==> src/rtl/dmem_port_arbiter.sv <==
// Shares one data-memory port between the pipeline MEM stage (P) and a debug/loader port (D).
// Default arbitration is P priority with a starvation guard; define ARB_RR_EN for round-robin.
module dmem_port_arbiter #(
  parameter int M          = 32,
  parameter int ADDR_W     = 32,
  parameter int RD_LAT     = 1,
  parameter int STARVE_MAX = 4
) (
  input  logic              CLK,
  input  logic              RST,
  input  logic              p_req,
  input  logic              p_we,
  input  logic [ADDR_W-1:0] p_addr,
  input  logic [M-1:0]      p_wdata,
  output logic [M-1:0]      p_rdata,
  output logic              p_ack,
  output logic              p_stall,
  input  logic              d_req,
  input  logic              d_we,
  input  logic [ADDR_W-1:0] d_addr,
  input  logic [M-1:0]      d_wdata,
  output logic [M-1:0]      d_rdata,
  output logic              d_ack,
  output logic              mem_we,
  output logic [ADDR_W-1:0] mem_addr,
  output logic [M-1:0]      mem_wdata,
  input  logic [M-1:0]      mem_rdata,
  output logic              busy
);

  localparam int CNT_W = (RD_LAT > 1) ? $clog2(RD_LAT) : 1;

  typedef enum logic [1:0] {IDLE, ACCESS, RESP} state_t;

  state_t            state;
  logic [CNT_W-1:0]  cnt;
  logic              win_d;
  logic              lat_we;
  logic [ADDR_W-1:0] lat_addr;
  logic [M-1:0]      lat_wdata;
  logic              grant_d;

`ifdef ARB_RR_EN
  logic last_d;
  // Tie goes to whoever was not granted last; pointer resets to P so D wins first.
  always_comb grant_d = d_req & (~p_req | ~last_d);
`else
  localparam int SC_W = $clog2(STARVE_MAX + 1);
  logic [SC_W-1:0] scnt;
  always_comb grant_d = d_req & (~p_req | (scnt == SC_W'(STARVE_MAX)));
`endif

  always_ff @(posedge CLK) begin
    if (!RST) begin
      state     <= IDLE;
      cnt       <= '0;
      win_d     <= 1'b0;
      lat_we    <= 1'b0;
      lat_addr  <= '0;
      lat_wdata <= '0;
      mem_we    <= 1'b0;
      p_ack     <= 1'b0;
      d_ack     <= 1'b0;
      p_rdata   <= '0;
      d_rdata   <= '0;
`ifdef ARB_RR_EN
      last_d    <= 1'b0;
`else
      scnt      <= '0;
`endif
    end else begin
      mem_we <= 1'b0;
      p_ack  <= 1'b0;
      d_ack  <= 1'b0;
      case (state)
        IDLE: begin
          if (p_req | d_req) begin
            state     <= ACCESS;
            win_d     <= grant_d;
            lat_we    <= grant_d ? d_we    : p_we;
            lat_addr  <= grant_d ? d_addr  : p_addr;
            lat_wdata <= grant_d ? d_wdata : p_wdata;
            mem_we    <= grant_d ? d_we    : p_we;
            cnt       <= CNT_W'(RD_LAT - 1);
`ifdef ARB_RR_EN
            last_d    <= grant_d;
`endif
          end
        end
        ACCESS: begin
          if (cnt == '0) begin
            state <= RESP;
            // Read data is sampled on the way into RESP and held until that side's next read.
            if (!lat_we) begin
              if (win_d) d_rdata <= mem_rdata;
              else       p_rdata <= mem_rdata;
            end
            if (win_d) d_ack <= 1'b1;
            else       p_ack <= 1'b1;
          end else begin
            cnt <= cnt - CNT_W'(1);
          end
        end
        RESP:    state <= IDLE;
        default: state <= IDLE;
      endcase
`ifndef ARB_RR_EN
      if (!d_req)              scnt <= '0;
      else if (state == IDLE)  scnt <= grant_d ? '0 : scnt + SC_W'(1);
`endif
    end
  end

  assign mem_addr  = lat_addr;
  assign mem_wdata = lat_wdata;
  assign busy      = (state != IDLE);
  assign p_stall   = p_req & ~p_ack;

endmodule

==> config.mk <==
export PLATFORM = sky130hd
export DESIGN_NAME = dmem_port_arbiter
export DESIGN_NICKNAME = d
export VERILOG_FILES = /design/src/rtl/dmem_port_arbiter.sv
export SDC_FILE = /design/constraint.sdc
export NUM_CORES = 1
export LEC_CHECK = 0
export ABC_CLOCK_PERIOD_IN_PS = 2450
export CAP_MARGIN = 0
export CORE_AREA = 8 8 126 128
export DETAILED_ROUTE_END_ITERATION = 16
export DIE_AREA = 0 0 134 136
export GPL_ROUTABILITY_DRIVEN = 0
export HOLD_SLACK_MARGIN = 0.03
export PLACE_DENSITY = 0.85
export SYNTH_ARGS = -nofsm -noshare
export SYNTH_HDL_FRONTEND = slang
export SYNTH_SLANG_ARGS = --single-unit
==> constraint.sdc <==
create_clock -name CLK -period 2.45 [get_ports CLK]
set_input_delay 0.49 -clock CLK [delete_from_list [all_inputs] [get_ports CLK]]
set_output_delay 0.49 -clock CLK [all_outputs]
set_load 0.005 [all_outputs]
==> results <==
-- power groups by stage --
stage,Clock (mW),Sequential [mW],Combinational (mW)
finish,2.47,2.51,1.29
global route,2.60,2.53,1.39
CTS,2.50,2.51,1.30
detailed placement,0,2.55,1.29
global placement,0,2.55,1.27
floorplan,0,2.56,0.517
-- state kept, by name, summed over array words and instances (netlist names) --
register / flops
d_rdata: 32
mem_addr: 32
mem_wdata: 32
p_rdata: 32
scnt: 3
state: 2
d_ack: 1
lat_we: 1
mem_we: 1
p_ack: 1
win_d: 1
-- logic make-up after synthesis --
family          count (synthesis)  share of synthesized area
compound gates                268                     0.2877
simple gates                  215                     0.1649
flops                         138                     0.4709
buf+inv                        84                    0.07230
fa+ha+maj                       2                   0.004265
-- cells in the mapped netlist, drive strengths merged --
library cell	count
nand4b	1
clkbuf	39
and4bb	1
nand2	132
o21ai	67
a21oi	133
a21boi	1
inv	5
a211oi	1
a311oi	65
dfxtp	138
a21bo	1
ha	2
nor3b	2
nand3	68
nor2	4
or4b	1
buf	40
and2	1
or2	1
nor4b	1
nand4bb	1
nor2b	2
-- stage by stage --
| step | setup WS (ns) | hold slack [ns] |
|---|---|---|
| 2_1_floorplan | 0.8695 | 0.4482 |
| 3_3_place_gp | 0.2947 | 0.4407 |
| 3_5_place_dp | 0.2694 | 0.4456 |
| 4_1_cts | 0.2956 | 0.3976 |
| 5_1_grt | 0.2572 | 0.4107 |
| 6_report | 0.3073 | 0.4180 |
-- cells in the final DEF (no fill, tap or decap), types with 2 or more instances in the layout --
cell,n
inv_4,2
buf_4,15
a311oi_2,13
clkinvlp_4,5
clkinv_2,3
nor2_1,2
buf_12,7
clkbuf_16,17
clkbuf_8,2
ha_1,2
inv_6,3
clkdlybuf4s50_1,297
nand3_1,68
nor2b_1,2
nand2_1,132
dfxtp_1,138
a21oi_1,133
o21ai_0,67
nor3b_1,2
inv_1,3
nor2_4,2
a311oi_1,52
-- worst min path at each step --
stage / to / cells after the start
4_1_cts: win_d / 3
6_report: win_d / 3
3_5_place_dp: d_rdata[8] / 2
2_1_floorplan: scnt[1] / 2
5_1_grt: win_d / 3
3_3_place_gp: p_rdata[12] / 2
-- metal layers --
layer | vias up | wire length, um | share of wire | track usage
met5 | - | 22 | 0.00098 | 0
met4 | 4 | 777 | 0.034 | 0.1011
met3 | 52 | 2653 | 0.12 | 0.09756
met2 | 355 | 10710 | 0.47 | 0.3923
met1 | 3002 | 8378 | 0.37 | 0.2662
li1 | 3066 | - | - | -
-- cell type report --
class / count / area share
Timing Repair Buffer: 320 / 0.3399
Sequential cell: 138 / 0.2906
Multi-Input combinational cell: 485 / 0.2825
Clock buffer: 19 / 0.04765
Tap cell: 184 / 0.02422
Clock inverter: 13 / 0.01237
Inverter: 5 / 0.002501
Antenna cell: 1 / 0.0002633
-- worst max-delay path, stage by stage --
cell	delay, ns
clkdlybuf4s50_1	0.50
nor2b_1	0.14
clkdlybuf4s50_1	0.53
==> flow_summary_export.csv <==
group,metric,value,unit
timing,clock.fmax,466.7,MHz
grt,grt_pass1_wl,34630,um
synthesis,yosys_warnings,0,
timing,rsz0062_at_grt,"false",
routing,route.antenna.remaining_nets,0,
critical_path,crit_path_start,"p_req",
placed_design,port_buffers,298,
flow_run,max-cap-violations,0,
clocking,clockBufferDepth,2,
final_layout,area.sequential,2763,um2
die,die-area,18220,um2
synthesis,synth_area_per_cell,8.298,um2
timing,fin_crit,2.143,ns
die,die_x,134,um
critical_path,cp-end-kind,"output port",
clocking,clkSinkCount,138,
final_layout,final_cells,1165,
timing,tightest_slew,0.8022,ns
pwr,p_leak,3.244,nW
clocking,post-cts-setup-buffer-count,0,
pwr,pwr-share-seq,0.400,
routing,first_iter_violations,400,
routing,vias,6479,
timing,setup_viol,0,
placed_design,place_area,8932,um2
synthesis,synth_area,5867,um2
pwr,finalPower,6.272,mW
clocking,cts_max_level,4,
critical_path,cp.arrival,1.65,ns
pwr,power_switching,1.685,mW
synthesis,synth-seq-area-share,0.4709,
routing,dr.pass1.iters,5,
grt,gr-usage-all-layers,0.2375,
die,rows,44,
outcome,status,"finished, final reports clean",
min_path,hold_path_startpoint,"d_req",
pwr,p_per_area,659.9,nW/um2
critical_path,required,1.96,ns
final_layout,syn_to_final_growth,62.02,%
clocking,numCtsBuffers,17,
min_path,hold_path.class,"input pin to flip-flop",
synthesis,ys_ff_latch,138,
critical_path,critical_path_class,"input pin to output port",
routing,via_per_inst,5.561,
placed_design,placedCellCount,1132,
synthesis,synth_area_leaders,"dfxtp_1 47%, a21oi_1 11%, nand2_1 8.4%",
critical_path,rr_worst_depth,4,
timing,setup_tns,0,ns
grt,grt_max_degree,71,
timing,hold_violations,0,
clocking,cts-hold-fix-buffers,0,
pwr,power_frac_clock,0.394,
final_layout,fin_util,0.6771,
die,io_pins,299,
clocking,post_cts_resize_count,0,
timing,slew_viol_final,0,
placed_design,dp_hpwl,15670,um
timing,final.period_utilization,0.8746,
grt,antenna_found_initial,3,
routing,wirelength,22540,um
pwr,max-vdd-ir-drop,0.4079,mV
critical_path,worstPathMaxFanout,2,
synthesis,synth_nets,875,
grt,grt-ovfl-total,0,
routing,post_drt_wl_per_cell,19.35,um
final_layout,nets,1135,
clocking,ctsRootBufferMaster,"clkbuf_16",
synthesis,synth.distinct_cells,30,
timing,clock_skew,0.01019,ns
final_layout,final_cell_area,9505,um2
clocking,cts_tree,"yes",
final_layout,multi_input_area,2685,um2
grt,grt_pass1_vias,6464,
pwr,combPwrFrac,0.206,
pwr,p_int,4.588,mW
critical_path,startpoint_type,"input pin",
synthesis,yosysTopAreaCell,"dfxtp_1",
die,core,14040,um2
die,die_h,136,um
synthesis,netlist_instances,707,
clocking,clk_pin_slew_worst_paths,0.06,ns
synthesis,synth_top_area_share,0.4709,
routing,remaining_drc_errors,0,
final_layout,drive_above_1_share,0.07857,
final_layout,fill_cells,1140,
timing,slew_headroom,0.4652,
critical_path,r2r-start,"state[1]",
critical_path,reg2reg_setup_slack,0.66,ns
critical_path,r2r_end,"mem_addr[8]",
die,start_util,0.4179,
critical_path,crit_end,"p_stall",
clocking,clk_latency,0.42,ns
pwr,switching_share,0.2686,
No activity file was read; power rests on OpenSTA's default activity.
